<file path="src/rtl/crypt_run_if.sv">
// Host/core handshake bundle for crypt_run_controller.
// master = host register block plus crypto core side, slave = controller.
`default_nettype none

interface crypt_run_if #(
  parameter int TEXT_BITS = 128,
  parameter int KEY_BITS  = 128,
  parameter int CNT_W     = 8
);
  logic                 go_i;
  logic                 abort_i;
  logic [CNT_W-1:0]     repeat_i;
  logic [KEY_BITS-1:0]  key_i;
  logic [TEXT_BITS-1:0] text_i;
  logic                 core_load_o;
  logic                 core_start_o;
  logic [KEY_BITS-1:0]  core_key_o;
  logic [TEXT_BITS-1:0] core_text_o;
  logic                 core_done_i;
  logic [TEXT_BITS-1:0] core_result_i;
  logic [TEXT_BITS-1:0] result_o;
  logic [7:0]           status_o;
  logic                 trigger_o;
  logic [CNT_W-1:0]     runs_done_o;

  modport master (
    output go_i, abort_i, repeat_i, key_i, text_i, core_done_i, core_result_i,
    input  core_load_o, core_start_o, core_key_o, core_text_o,
           result_o, status_o, trigger_o, runs_done_o
  );

  modport slave (
    input  go_i, abort_i, repeat_i, key_i, text_i, core_done_i, core_result_i,
    output core_load_o, core_start_o, core_key_o, core_text_o,
           result_o, status_o, trigger_o, runs_done_o
  );
endinterface

`default_nettype wire

</file>
<file path="src/rtl/crypt_run_controller.sv">
// Sequences repeated load/start/wait/capture runs of the crypto core from host-latched key/text,
// with timeout, abort, result capture and a scope trigger covering each run.
`default_nettype none

module crypt_run_controller #(
  parameter int TEXT_BITS      = 128,
  parameter int KEY_BITS       = 128,
  parameter int CNT_W          = 8,
  parameter int TIMEOUT_CYCLES = 65535,
  parameter int GAP_CYCLES     = 4
) (
  input  wire         clk,
  input  wire         rst_n,
  crypt_run_if.slave  bus
);

  localparam logic [2:0] ST_IDLE    = 3'd0;
  localparam logic [2:0] ST_LOAD    = 3'd1;
  localparam logic [2:0] ST_START   = 3'd2;
  localparam logic [2:0] ST_WAIT    = 3'd3;
  localparam logic [2:0] ST_CAPTURE = 3'd4;
  localparam logic [2:0] ST_GAP     = 3'd5;
  localparam logic [2:0] ST_FINISH  = 3'd6;

  localparam int TMO_W = (TIMEOUT_CYCLES > 1) ? $clog2(TIMEOUT_CYCLES) : 1;
  localparam int GAP_W = (GAP_CYCLES > 1) ? $clog2(GAP_CYCLES) : 1;
  localparam logic [TMO_W-1:0] TMO_LAST = TMO_W'(TIMEOUT_CYCLES - 1);
  localparam logic [GAP_W-1:0] GAP_LAST = GAP_W'(GAP_CYCLES - 1);

  logic [2:0]           state;
  logic [KEY_BITS-1:0]  key_lat;
  logic [TEXT_BITS-1:0] text_lat;
  logic [TEXT_BITS-1:0] result;
  logic [CNT_W-1:0]     runs_total;
  logic [CNT_W-1:0]     runs_done;
  logic [TMO_W-1:0]     tmo_cnt;
  logic [GAP_W-1:0]     gap_cnt;
  logic                 busy;
  logic                 done;
  logic                 timeout;
  logic                 aborted;

  always_ff @(posedge clk or negedge rst_n) begin
    if (!rst_n) begin
      state      <= ST_IDLE;
      key_lat    <= '0;
      text_lat   <= '0;
      result     <= '0;
      runs_total <= '0;
      runs_done  <= '0;
      tmo_cnt    <= '0;
      gap_cnt    <= '0;
      busy       <= 1'b0;
      done       <= 1'b0;
      timeout    <= 1'b0;
      aborted    <= 1'b0;
    end else if (bus.abort_i && (state != ST_IDLE)) begin
      // Abort outranks a same-cycle done: the in-flight result is dropped.
      state   <= ST_IDLE;
      busy    <= 1'b0;
      done    <= 1'b0;
      timeout <= 1'b0;
      aborted <= 1'b1;
    end else begin
      case (state)
        ST_IDLE: begin
          if (bus.go_i) begin
            key_lat    <= bus.key_i;
            text_lat   <= bus.text_i;
            runs_total <= (bus.repeat_i == '0) ? CNT_W'(1) : bus.repeat_i;
            runs_done  <= '0;
            busy       <= 1'b1;
            done       <= 1'b0;
            timeout    <= 1'b0;
            aborted    <= 1'b0;
            state      <= ST_LOAD;
          end
        end
        ST_LOAD: state <= ST_START;
        ST_START: begin
          tmo_cnt <= '0;
          state   <= ST_WAIT;
        end
        ST_WAIT: begin
          if (bus.core_done_i) begin
            result <= bus.core_result_i;
            if (runs_done != '1) begin
              runs_done <= runs_done + 1'b1;
            end
            state <= ST_CAPTURE;
          end else if (tmo_cnt == TMO_LAST) begin
            timeout <= 1'b1;
            busy    <= 1'b0;
            state   <= ST_FINISH;
          end else begin
            tmo_cnt <= tmo_cnt + 1'b1;
          end
        end
        ST_CAPTURE: begin
          if (runs_done >= runs_total) begin
            done  <= 1'b1;
            busy  <= 1'b0;
            state <= ST_FINISH;
          end else begin
            gap_cnt <= '0;
            state   <= ST_GAP;
          end
        end
        ST_GAP: begin
          if (gap_cnt == GAP_LAST) begin
            state <= ST_LOAD;
          end else begin
            gap_cnt <= gap_cnt + 1'b1;
          end
        end
        ST_FINISH: state <= ST_IDLE;
        default:   state <= ST_IDLE;
      endcase
    end
  end

  assign bus.core_load_o  = (state == ST_LOAD);
  assign bus.core_start_o = (state == ST_START);
  assign bus.trigger_o    = (state == ST_START) || (state == ST_WAIT) || (state == ST_CAPTURE);
  assign bus.core_key_o   = key_lat;
  assign bus.core_text_o  = text_lat;
  assign bus.result_o     = result;
  assign bus.runs_done_o  = runs_done;
  assign bus.status_o     = {4'b0000, aborted, timeout, done, busy};

endmodule

`default_nettype wire
</file>
<file path="src/flat_wrapper.sv">
// flat-port wrapper written by rule: the top's interface ports become plain ports
module crypt_run_controller_flat 
#(
  parameter int TEXT_BITS      = 128,
  parameter int KEY_BITS       = 128,
  parameter int CNT_W          = 8,
  parameter int TIMEOUT_CYCLES = 65535,
  parameter int GAP_CYCLES     = 4
)
  (clk, rst_n, bus_go_i, bus_abort_i, bus_repeat_i, bus_key_i, bus_text_i, bus_core_done_i, bus_core_result_i, bus_core_load_o, bus_core_start_o, bus_core_key_o, bus_core_text_o, bus_result_o, bus_status_o, bus_trigger_o, bus_runs_done_o);
  crypt_run_if #(.TEXT_BITS(TEXT_BITS), .KEY_BITS(KEY_BITS), .CNT_W(CNT_W)) bus_i ();
  input  wire clk;
  input  wire rst_n;
  input wire logic [$bits(bus_i.go_i)-1:0] bus_go_i;
  input wire logic [$bits(bus_i.abort_i)-1:0] bus_abort_i;
  input wire logic [$bits(bus_i.repeat_i)-1:0] bus_repeat_i;
  input wire logic [$bits(bus_i.key_i)-1:0] bus_key_i;
  input wire logic [$bits(bus_i.text_i)-1:0] bus_text_i;
  input wire logic [$bits(bus_i.core_done_i)-1:0] bus_core_done_i;
  input wire logic [$bits(bus_i.core_result_i)-1:0] bus_core_result_i;
  output wire logic [$bits(bus_i.core_load_o)-1:0] bus_core_load_o;
  output wire logic [$bits(bus_i.core_start_o)-1:0] bus_core_start_o;
  output wire logic [$bits(bus_i.core_key_o)-1:0] bus_core_key_o;
  output wire logic [$bits(bus_i.core_text_o)-1:0] bus_core_text_o;
  output wire logic [$bits(bus_i.result_o)-1:0] bus_result_o;
  output wire logic [$bits(bus_i.status_o)-1:0] bus_status_o;
  output wire logic [$bits(bus_i.trigger_o)-1:0] bus_trigger_o;
  output wire logic [$bits(bus_i.runs_done_o)-1:0] bus_runs_done_o;
  assign bus_i.go_i = bus_go_i;
  assign bus_i.abort_i = bus_abort_i;
  assign bus_i.repeat_i = bus_repeat_i;
  assign bus_i.key_i = bus_key_i;
  assign bus_i.text_i = bus_text_i;
  assign bus_i.core_done_i = bus_core_done_i;
  assign bus_i.core_result_i = bus_core_result_i;
  assign bus_core_load_o = bus_i.core_load_o;
  assign bus_core_start_o = bus_i.core_start_o;
  assign bus_core_key_o = bus_i.core_key_o;
  assign bus_core_text_o = bus_i.core_text_o;
  assign bus_result_o = bus_i.result_o;
  assign bus_status_o = bus_i.status_o;
  assign bus_trigger_o = bus_i.trigger_o;
  assign bus_runs_done_o = bus_i.runs_done_o;
  crypt_run_controller #(.TEXT_BITS(TEXT_BITS), .KEY_BITS(KEY_BITS), .CNT_W(CNT_W), .TIMEOUT_CYCLES(TIMEOUT_CYCLES), .GAP_CYCLES(GAP_CYCLES)) u_core (.clk(clk), .rst_n(rst_n), .bus(bus_i));
endmodule
</file>
<file path="config.mk">
export PLATFORM = sky130hd
export DESIGN_NAME = crypt_run_controller_flat
export DESIGN_NICKNAME = d
export VERILOG_FILES = /design/src/rtl/crypt_run_if.sv /design/src/rtl/crypt_run_controller.sv /design/src/flat_wrapper.sv
export SDC_FILE = /design/constraint.sdc
export NUM_CORES = 1
export LEC_CHECK = 0
export ABC_AREA = 1
export BUFFER_PORTS_ARGS = -buffer_cell sky130_fd_sc_hd__buf_2
export CAP_MARGIN = 20
export CORE_AREA = 2 2 312 314
export DETAILED_ROUTE_END_ITERATION = 16
export DIE_AREA = 0 0 314 316
export GPL_TIMING_DRIVEN = 0
export PLACE_DENSITY = 0.41
export SYNTH_ARGS = -nofsm -noshare
export SYNTH_HDL_FRONTEND = slang
export SYNTH_SLANG_ARGS = --single-unit
</file>
<file path="constraint.sdc">
create_clock -name clk -period 2 [get_ports clk]
set_clock_uncertainty 0.05 [all_clocks]
set_input_delay 0.5 -clock clk [delete_from_list [all_inputs] [get_ports clk]]
set_output_delay 0.5 -clock clk [all_outputs]
set_load 0.05 [all_outputs]
</file>
==> results.json, run 1 <==
{
  "yosysWarnings": 0,
  "post-route-period-util": 1.02,
  "rsz0062_at_grt": "yes",
  "core_area_um2": 96000,
  "max_slew_margin": 0.586,
  "r2r_cells": 8,
  "grt_pass1_wl_um": 99900,
  "clk_pin_slew_ns": 0.06,
  "power_density_nw_per_um2": 1900,
  "crit_arrival_ns": 1.50,
  "antenna_found_initial": 12,
  "max_stage_delay_ns": 0.37,
  "firstDrtPassIters": 5,
  "grt_pass1_vias": 16000,
  "cts_made_buffers": 53,
  "syn_inst": 1718,
  "cpMaxStageDelayCell": "dfrtp_1",
  "final_cell_mix": "868 x nand2_1, 803 x buf_2, 418 x dfrtp_1, 262 x dlygate4sd3_1, 110 x mux2_4",
  "initial_core_util": 0.182,
  "clockBufferDepth": 3,
  "crit_required_ns": 1.45,
  "whs_endpoint": "u_core.bus.core_text_o[117]",
  "drc": 0,
  "violations": "negative setup slack",
  "worst-path-buf-inv": 2,
  "final_common_cell": "nand2_1",
  "critPathCaptureType": "output port",
  "cts.sink_count": 425,
  "critPathTopFamily": "flip-flops",
  "cts_tree": "yes",
  "fp.dieW_um": 314,
  "synth_enable_flop_cells": 0,
  "cp_max_fo": 4,
  "min_from": "bus_text_i[117]",
  "irDropWorstVdd_mv": 1.05,
  "die-area_um2": 99200,
  "total_power_mw": 53.0,
  "r2r_end": "u_core.bus.result_o[121]",
  "synth_seq_cells": 425,
  "synth_cell_types": 34,
  "fillCellCount": 10200,
  "grt_max_degree": 106,
  "fin_nets": 3264,
  "syn_area_per_cell_um2": 10.1,
  "regToRegSetupSlack_ns": 0.13,
  "vias": 15600,
  "finalSetupViolCount": 3,
  "root_buffer": "clkbuf_16",
  "ios": 800,
  "dpl.hpwl_um": 51400,
  "ant_nets": 0,
  "status": "complete, but fails checks",
  "ys_seq_area_frac": 0.610,
  "synth_top_flop_cell": "dfrtp_1",
  "finalCriticalPeriod_ns": 2.05,
  "overflow": 0,
  "gr-usage-all-layers": 0.132,
  "gp_congestion": 0.780,
  "htree_num_levels": 2,
  "async_flop_share": 1.00,
  "crit_top_cell": "nand2_2",
  "setup_ws_ns": -0.0467,
  "min_path_cells": 3,
  "tightest_slew_ns": 0.621,
  "path_class": "reg -> out",
  "hold_class": "in -> reg",
  "drive_above_1_share": 0.395,
  "clkLatencyLatePin_ns": 0.62,
  "area_growth_syn_to_layout_pct": 60.3,
  "die_y_um": 316,
  "finalMaxSlewViolations": 0,
  "maxCapViolCount": 0,
  "vias_per_cell": 3.74,
  "routedWlPerCell_um": 16.4,
  "r2r-start": "u_core.state[0]",
  "path_cells": "buf_6, nor2_4, nand2_2, nand2_2, buf_8",
  "power.static_leakage_nw": 15.3,
  "rows": 114,
  "wl_um": 68400,
  "drt_iter0_drc": 729,
  "fmax_ghz": 0.489,
  "detailedPlace.worstSlack_ns": -0.495,
  "io_buffers": 795,
  "finalSetupTns_ns": -0.0938,
  "finalHoldViolCount": 0,
  "start_kind": "flop",
  "synth_area_um2": 17400
}
## layout make-up
| class | count | area [um2] | share of cell area |
|---|---|---|---|
| antenna | 2 | 5.00 | 0.000179 |
| buffer | 85 | 746 | 0.0267 |
| clock buffer | 74 | 1560 | 0.0558 |
| clock inverter | 14 | 134 | 0.00479 |
| inverter | 49 | 193 | 0.00690 |
| multi-input combinational | 1162 | 6150 | 0.220 |
| sequential | 425 | 10600 | 0.381 |
| tap | 1276 | 1600 | 0.0571 |
| timing repair buffer | 1079 | 6920 | 0.248 |
## worst max path at each step
stage | from | end | slack, ns | depth (start not counted)
4_1_cts | u_core.state[0] | bus_trigger_o | -0.13 | 5
2_1_floorplan | u_core.bus.runs_done_o[0] | u_core.gap_cnt[0] | 0.12 | 12
3_5_place_dp | u_core.state[0] | u_core.bus.core_key_o[2] | -0.49 | 10
3_3_place_gp | rst_n | u_core.bus.result_o[1] | -9.30 | 1
5_1_grt | u_core.state[1] | bus_trigger_o | -0.15 | 4
6_report | u_core.state[0] | bus_trigger_o | -0.05 | 5
## kinds of logic after synthesis
logic type	synth area share
xor+xnor	0.00553
buf+inv	0.0412
mux	0.106
other cells	0.000215
simple gates	0.214
fa+ha+maj	0.00862
flops	0.610
compound gates	0.0133
## repair_timing
item / 4_1_cts / 5_1_grt
hold endpoints to repair: 285 / 0
pin swaps: 4 / 6
setup endpoints to repair: 277 / 329
hold buffers: 262 / 0
buffers inserted: 9 / 9
resized for setup: 64 / 65
## Yosys cell counts (9+ instances only)
cell | n | area share
dfrtp_1 | 425 | 0.61
nor2_1 | 34 | 0.0073
buf_4 | 12 | 0.0052
inv_1 | 45 | 0.0097
ha_1 | 12 | 0.0086
buf_6 | 13 | 0.0084
mux2_4 | 110 | 0.095
o21ai_0 | 24 | 0.0069
nand3_1 | 28 | 0.0080
nand2_1 | 875 | 0.19
buf_2 | 58 | 0.017
mux2_2 | 18 | 0.012
xor2_1 | 9 | 0.0045
nand4_1 | 11 | 0.0039
## stage by stage
step / util / instances / cell area, um2 / hold slack [ns]
floorplan: - / 1721 / 17400 / 0.154
global placement: 0.240 / 3792 / 23000 / 0.407
detailed placement: 0.241 / 3796 / 23100 / 0.313
CTS: 0.288 / 4155 / 27700 / 0.0000542
global route: 0.291 / 4165 / 27900 / 0.0126
finish: 0.291 / 4166 / 27900 / 0.0570
## routing by layer
| metal | global-route usage | wire, um | up-vias |
|---|---|---|---|
| li1 | - | - | 7648 |
| met1 | 0.153 | 27200 | 7240 |
| met2 | 0.230 | 34000 | 588 |
| met3 | 0.0478 | 5730 | 89 |
| met4 | 0.0343 | 1550 | 4 |
| met5 | 0 | 21 | - |
## state kept, by name, indices dropped and copies added, names as in the netlist, 2 cells and up
register                count
u_core.bus.core_key_o     128
u_core.bus.core_text_o    128
u_core.bus.result_o       128
u_core.tmo_cnt             16
u_core.bus.runs_done_o      8
u_core.runs_total           8
u_core.state                3
u_core.gap_cnt              2
## worst min-delay path, cell delays in order
cell and delay [ns]:
buf_2 0.09, nand2_1 0.05, nand2_1 0.05
## power by group
group	internal, mW	total (mW)	switching, mW	leakage [nW]
Combinational	7.55	28.8	21.2	9.12
Sequential	12.6	14.7	2.10	5.29
Clock	5.62	9.51	3.88	0.839
Total	25.8	53.0	27.2	15.3
No activity file was read; power rests on OpenSTA's default activity.
==> run 2, diff against run 1 <==
--- a/config.mk
+++ b/config.mk
@@ -5,14 +5,13 @@
 export SDC_FILE = /design/constraint.sdc
 export NUM_CORES = 1
 export LEC_CHECK = 0
-export ABC_AREA = 1
 export BUFFER_PORTS_ARGS = -buffer_cell sky130_fd_sc_hd__buf_2
 export CAP_MARGIN = 20
-export CORE_AREA = 2 2 312 314
+export CORE_AREA = 2 2 315 317
 export DETAILED_ROUTE_END_ITERATION = 16
-export DIE_AREA = 0 0 314 316
+export DIE_AREA = 0 0 317 319
 export GPL_TIMING_DRIVEN = 0
-export PLACE_DENSITY = 0.41
+export PLACE_DENSITY = 0.4
 export SYNTH_ARGS = -nofsm -noshare
 export SYNTH_HDL_FRONTEND = slang
 export SYNTH_SLANG_ARGS = --single-unit
==> results.json, run 2 <==
{
  "grt_util_met3": 0.0449,
  "root_buffer": "clkbuf_16",
  "ys_seq_area_frac": 0.635,
  "syn_inst": 1088,
  "dpl_cell_area_um2": 22500,
  "power_density_nw_per_um2": 1840,
  "rsz0062_at_grt": "yes",
  "initial_core_util": 0.171,
  "cp_max_fo": 3,
  "path_class": "reg -> out",
  "vias_per_cell": 3.83,
  "max_stage_delay_ns": 0.43,
  "clkLatencyLatePin_ns": 0.62,
  "final_design_area_no_fill_um2": 28400,
  "io_buffers": 794,
  "synth_compound_area_frac": 0.0227,
  "routedWlPerCell_um": 19.7,
  "path_cells": "buf_8, nand2b_4, nor2_4, buf_8",
  "post-synth-top-count-cell": "dfrtp_1",
  "clockBufferDepth": 3,
  "min_path_cells": 2,
  "ys_top_cells_by_count": "425 x dfrtp_1, 374 x mux2_2, 30 x nand2_1, 30 x nor2_1, 27 x buf_4",
  "power.static_leakage_nw": 14.1,
  "crit_arrival_ns": 1.68,
  "synth_top_flop_cell": "dfrtp_1",
  "post-route-period-util": 1.12,
  "die_y_um": 319,
  "critPathTopFamily": "flip-flops",
  "area_growth_syn_to_layout_pct": 69.4,
  "grt_max_degree": 109,
  "violations": "negative setup slack",
  "crit_required_ns": 1.45,
  "firstDrtPassIters": 6,
  "worst-path-buf-inv": 2,
  "status": "complete, but fails checks",
  "synth_fa_ha_area_frac": 0.00897,
  "cts_tree": "yes",
  "fin_nets": 2476,
  "core_area_um2": 97700,
  "final_common_cell": "buf_2",
  "max_slew_margin": 0.553,
  "fp.dieW_um": 317,
  "htree_num_levels": 2,
  "path_depth": 4,
  "fmax_ghz": 0.448,
  "synth_cell_types": 57,
  "ant_nets": 0,
  "synth_xor_area_frac": 0.00785,
  "yosys.area.top_type": "dfrtp_1",
  "finalCriticalPeriod_ns": 2.23,
  "synth_mux_area_frac": 0.259,
  "setup_ws_ns": -0.231,
  "start_kind": "flop",
  "yosysWarnings": 0,
  "synth_enable_flop_cells": 0,
  "final_cell_mix": "780 x buf_2, 416 x dfrtp_1, 342 x mux2_4, 85 x clkbuf_16, 53 x buf_12",
  "syn_area_per_cell_um2": 15.4,
  "grt_pass1_vias": 14100,
  "wl_um": 67000,
  "ff_latch_area_um2": 10600,
  "synth_seq_cells": 425,
  "vias": 13000,
  "synth.area.top_cells": "dfrtp_1 64%, mux2_2 25%, buf_4 1.2%",
  "fillCellCount": 10100,
  "overflow": 0,
  "antenna_found_initial": 12,
  "grt_util_met1": 0.122,
  "drive_above_1_share": 0.697,
  "synth_simple_gate_area_frac": 0.0354,
  "cts_made_buffers": 52,
  "crit_top_cell": "buf_8",
  "synth_area_um2": 16700,
  "finalMaxSlewViolations": 0,
  "grt_util_met2": 0.213,
  "maxCapViolCount": 0,
  "critPathCaptureType": "output port",
  "busiest_layer": "met2",
  "multiInputGateArea_um2": 7120,
  "finalSetupViolCount": 350,
  "ios": 800,
  "finalHoldViolCount": 0,
  "rows": 115,
  "drt_iter0_drc": 433,
  "gr-usage-all-layers": 0.117,
  "hold_class": "in -> reg",
  "irDropWorstVdd_mv": 1.35,
  "die-area_um2": 101000,
  "synth_top_family_by_area": "multiplexers",
  "async_flop_share": 1.00,
  "drc": 0,
  "dpl.hpwl_um": 46200,
  "synth_top_cell_area_share": 0.635,
  "cpMaxStageDelayCell": "dfrtp_2",
  "tightest_slew_ns": 0.670,
  "detailedPlace.worstSlack_ns": -0.631,
  "clk_pin_slew_ns": 0.06,
  "cts.sink_count": 425,
  "grt_pass1_wl_um": 89600,
  "r2r_cells": 9,
  "finalSetupTns_ns": -43.73,
  "whs_ns": 0.0606,
  "gp_congestion": 0.811
}
run 2: final cells by class:
type	instances	area share
buffer	56	0.0338
antenna	8	0.000706
sequential	425	0.375
clock buffer	80	0.0567
timing repair buffer	925	0.217
multi-input combinational	589	0.251
clock inverter	17	0.00560
tap	1287	0.0568
inverter	18	0.00256
run 2: per-stage QoR:
stage	utilization	power (mW)	instances
6_report	0.290	52.2	3405
5_1_grt	0.290	54.4	3404
4_1_cts	0.268	48.7	3363
3_5_place_dp	0.230	37.2	3176
3_3_place_gp	0.229	37.1	3172
2_1_floorplan	-	30.7	1091
run 2: where the power goes:
part           internal, mW  switching [mW]  total (mW)
Clock                  5.78            3.91        9.70
Combinational          10.3            18.1        28.5
Sequential             12.1            2.01        14.1
run 2: worst paths after layout:
path | start | endpoint | slack, ns
setup / recovery | u_core.state[1] | bus_core_load_o | -0.23
hold / removal | bus_text_i[60] | u_core.bus.core_text_o[60] | 0.06
setup reg to reg | u_core.state[1] | u_core.bus.result_o[63] | -0.21
hold reg to reg | u_core.timeout | u_core.timeout | 0.44
max in group asynchronous | rst_n | u_core.bus.core_text_o[72] | 0.30
min in group asynchronous | rst_n | u_core.bus.core_key_o[120] | 0.33
run 2: logic make-up (layout without fill, tap and decap cells):
kind of cell | count (synthesis) | after routing
fa+ha+maj | 12 | 12
other cells | 1 | 12
buf+inv | 77 | 1096
compound gates | 60 | 60
xor+xnor | 15 | 15
mux | 385 | 385
flops | 425 | 425
simple gates | 113 | 113
run 2: routing by layer:
metal  share of wire  vias to the layer above  routed length, um
li1                -                     5814                  -
met1            0.37                     6569              25000
met2            0.52                      571              34500
met3           0.088                       90               5900
met4           0.024                        2               1590
met5         0.00010                        -                  7
run 2: timing repair:
item	CTS	global route
pin swaps	8	12
gates resized for setup	207	394
endpoints found under the setup margin	414	489
buffers inserted	42	15
hold buffers	32	0
endpoints found under the hold margin	63	0
cloned	16	30
==> run 3, diff against run 2 <==
--- a/config.mk
+++ b/config.mk
@@ -5,13 +5,14 @@
 export SDC_FILE = /design/constraint.sdc
 export NUM_CORES = 1
 export LEC_CHECK = 0
+export ABC_AREA = 1
 export BUFFER_PORTS_ARGS = -buffer_cell sky130_fd_sc_hd__buf_2
 export CAP_MARGIN = 20
-export CORE_AREA = 2 2 315 317
+export CORE_AREA = 2 2 312 314
 export DETAILED_ROUTE_END_ITERATION = 16
-export DIE_AREA = 0 0 317 319
+export DIE_AREA = 0 0 314 316
 export GPL_TIMING_DRIVEN = 0
-export PLACE_DENSITY = 0.4
+export PLACE_DENSITY_LB_ADDON = 0.1
 export SYNTH_ARGS = -nofsm -noshare
 export SYNTH_HDL_FRONTEND = slang
 export SYNTH_SLANG_ARGS = --single-unit
==> results.json, run 3 (same netlist as run 1, synthesis figures left out) <==
{
  "status": "complete, but fails checks",
  "violations": "negative setup slack",
  "path_class": "reg -> out",
  "fin_cells": 4206,
  "ant_nets": 0,
  "fmax_ghz": 0.477,
  "die-area_um2": 99200,
  "swShare": 0.514,
  "root_buffer": "clkbuf_16",
  "drc": 0,
  "hold_class": "in -> reg",
  "finalSetupViolCount": 3,
  "clockBufferDepth": 3,
  "start_kind": "flop",
  "wl_um": 72500,
  "tightest_slew_ns": 0.569,
  "irDropWorstVdd_mv": 1.01,
  "rows": 114,
  "fp.dieW_um": 314,
  "dpl.hpwl_um": 55500,
  "intPower_mw": 26.2,
  "p_comb_frac": 0.534,
  "power.static_leakage_nw": 15.4,
  "finalMaxSlewViolations": 0,
  "firstDrtPassIters": 5,
  "routedWlPerCell_um": 17.2,
  "maxCapViolCount": 0,
  "cts_made_buffers": 55,
  "cp_max_fo": 5,
  "area_growth_syn_to_layout_pct": 62.2,
  "vias": 15900,
  "setup_ws_ns": -0.0963,
  "dp_cells": 3796,
  "crit_required_ns": 1.45,
  "drive_above_1_share": 0.393,
  "ios": 800,
  "finalCriticalPeriod_ns": 2.10,
  "grt_max_degree": 111,
  "clkLatencyLatePin_ns": 0.63,
  "fin_nets": 3289,
  "initial_core_util": 0.182,
  "die_y_um": 316,
  "whs_ns": 0.0525,
  "clkPwrFrac": 0.191,
  "htree_num_levels": 2,
  "clk_pin_slew_ns": 0.06,
  "finalSetupTns_ns": -0.266,
  "drt_iter0_drc": 690,
  "final_cell_mix": "870 x nand2_1, 817 x buf_2, 419 x dfrtp_1, 287 x dlygate4sd3_1, 110 x mux2_4",
  "min_path_cells": 3,
  "finalHoldViolCount": 0,
  "final_design_area_no_fill_um2": 28300,
  "cts_tree": "yes",
  "io_buffers": 795,
  "crit_arrival_ns": 1.55,
  "final_common_cell": "nand2_1",
  "power_switching_mw": 27.7,
  "overflow": 0,
  "seqPwrFrac": 0.275,
  "grt_pass1_vias": 16700,
  "core_area_um2": 96000,
  "gp_congestion": 0.845,
  "vias_per_cell": 3.79,
  "critPathCaptureType": "output port",
  "gr-usage-all-layers": 0.140,
  "r2r_cells": 9,
  "max_slew_margin": 0.621,
  "utilization": 0.294,
  "grt_pass1_wl_um": 105000,
  "cts.sink_count": 425,
  "dpl_cell_area_um2": 23100,
  "antenna_found_initial": 24,
  "power_density_nw_per_um2": 1900,
  "rsz0062_at_grt": "yes",
  "post-route-period-util": 1.05
}
==> run 3: cell types whose count changed in the layout (fill, tap and decap cells not counted), sizes merged, moves of 13 or more <==
cell | before | now
buf | 915 | 882
clkbuf | 114 | 96
dlygate4sd3 | 32 | 287
inv | 17 | 48
mux2 | 384 | 128
nand2 | 30 | 877
nand3 | 9 | 29
xnor2 | 15 | 2
==> run 3: what timing repair did <==
item	4_1_cts	5_1_grt
endpoints found under the hold margin	332	0
gates cloned	0	2
pin swaps	4	6
endpoints found under the setup margin	282	441
hold buffers	287	0
gates resized for setup	47	29
buffers inserted	8	6
==> run 3: power groups by stage <==
stage	logic (mW)	registers (mW)	clock network, mW
floorplan	6.87	27.9	0
global placement	28.1	14.8	0
detailed placement	28.1	14.9	0
CTS	29.0	14.8	10.7
global route	30.5	15.3	11.1
finish	28.7	14.8	10.3
==> run 3: path summary, 6_finish.rpt <==
check / startpoint / endpoint / slack (ns)
setup / recovery: u_core.state[1] / bus_trigger_o / -0.1
hold / removal: bus_key_i[53] / u_core.bus.core_key_o[53] / 0.05
hold reg to reg: u_core.bus.core_text_o[10] / u_core.bus.core_text_o[10] / 0.42
max in group asynchronous: rst_n / u_core.bus.result_o[110] / 0.36
setup reg to reg: u_core.state[1] / u_core.bus.core_key_o[38] / 0.10
min in group asynchronous: rst_n / u_core.bus.core_key_o[39] / 0.31
==> run 3: critical path: stages, from the launching register on <==
cell	delay (ns)
dfrtp_2	0.46
nor2_4	0.15
nand2_2	0.07
nand2_2	0.08
buf_8	0.15
==> run 3: per-stage QoR <==
step	total power [mW]	setup slack [ns]
6_report	53.8	-0.0963
5_1_grt	56.9	-0.205
4_1_cts	54.5	-0.171
3_5_place_dp	42.9	-0.338
3_3_place_gp	42.9	-9.08
2_1_floorplan	34.8	0.117
==> run 3: final cells by class <==
class | instances | area [um2]
Antenna cell | 6 | 15.0
Buffer | 85 | 626
Clock buffer | 78 | 1620
Clock inverter | 23 | 253
Fill cell | 10300 | 67700
Inverter | 49 | 185
Multi-Input combinational cell | 1162 | 6130
Sequential cell | 425 | 10600
Tap cell | 1276 | 1600
Timing Repair Buffer | 1102 | 7190
==> run 3: routing by layer <==
layer / global-route usage / wire [um] / vias to the layer above
li1: - / - / 7695
met4: 0.0422 / 1980 / 16
met1: 0.159 / 28200 / 7511
met5: 0 / 110 / -
met2: 0.243 / 36000 / 601
met3: 0.0519 / 6230 / 117
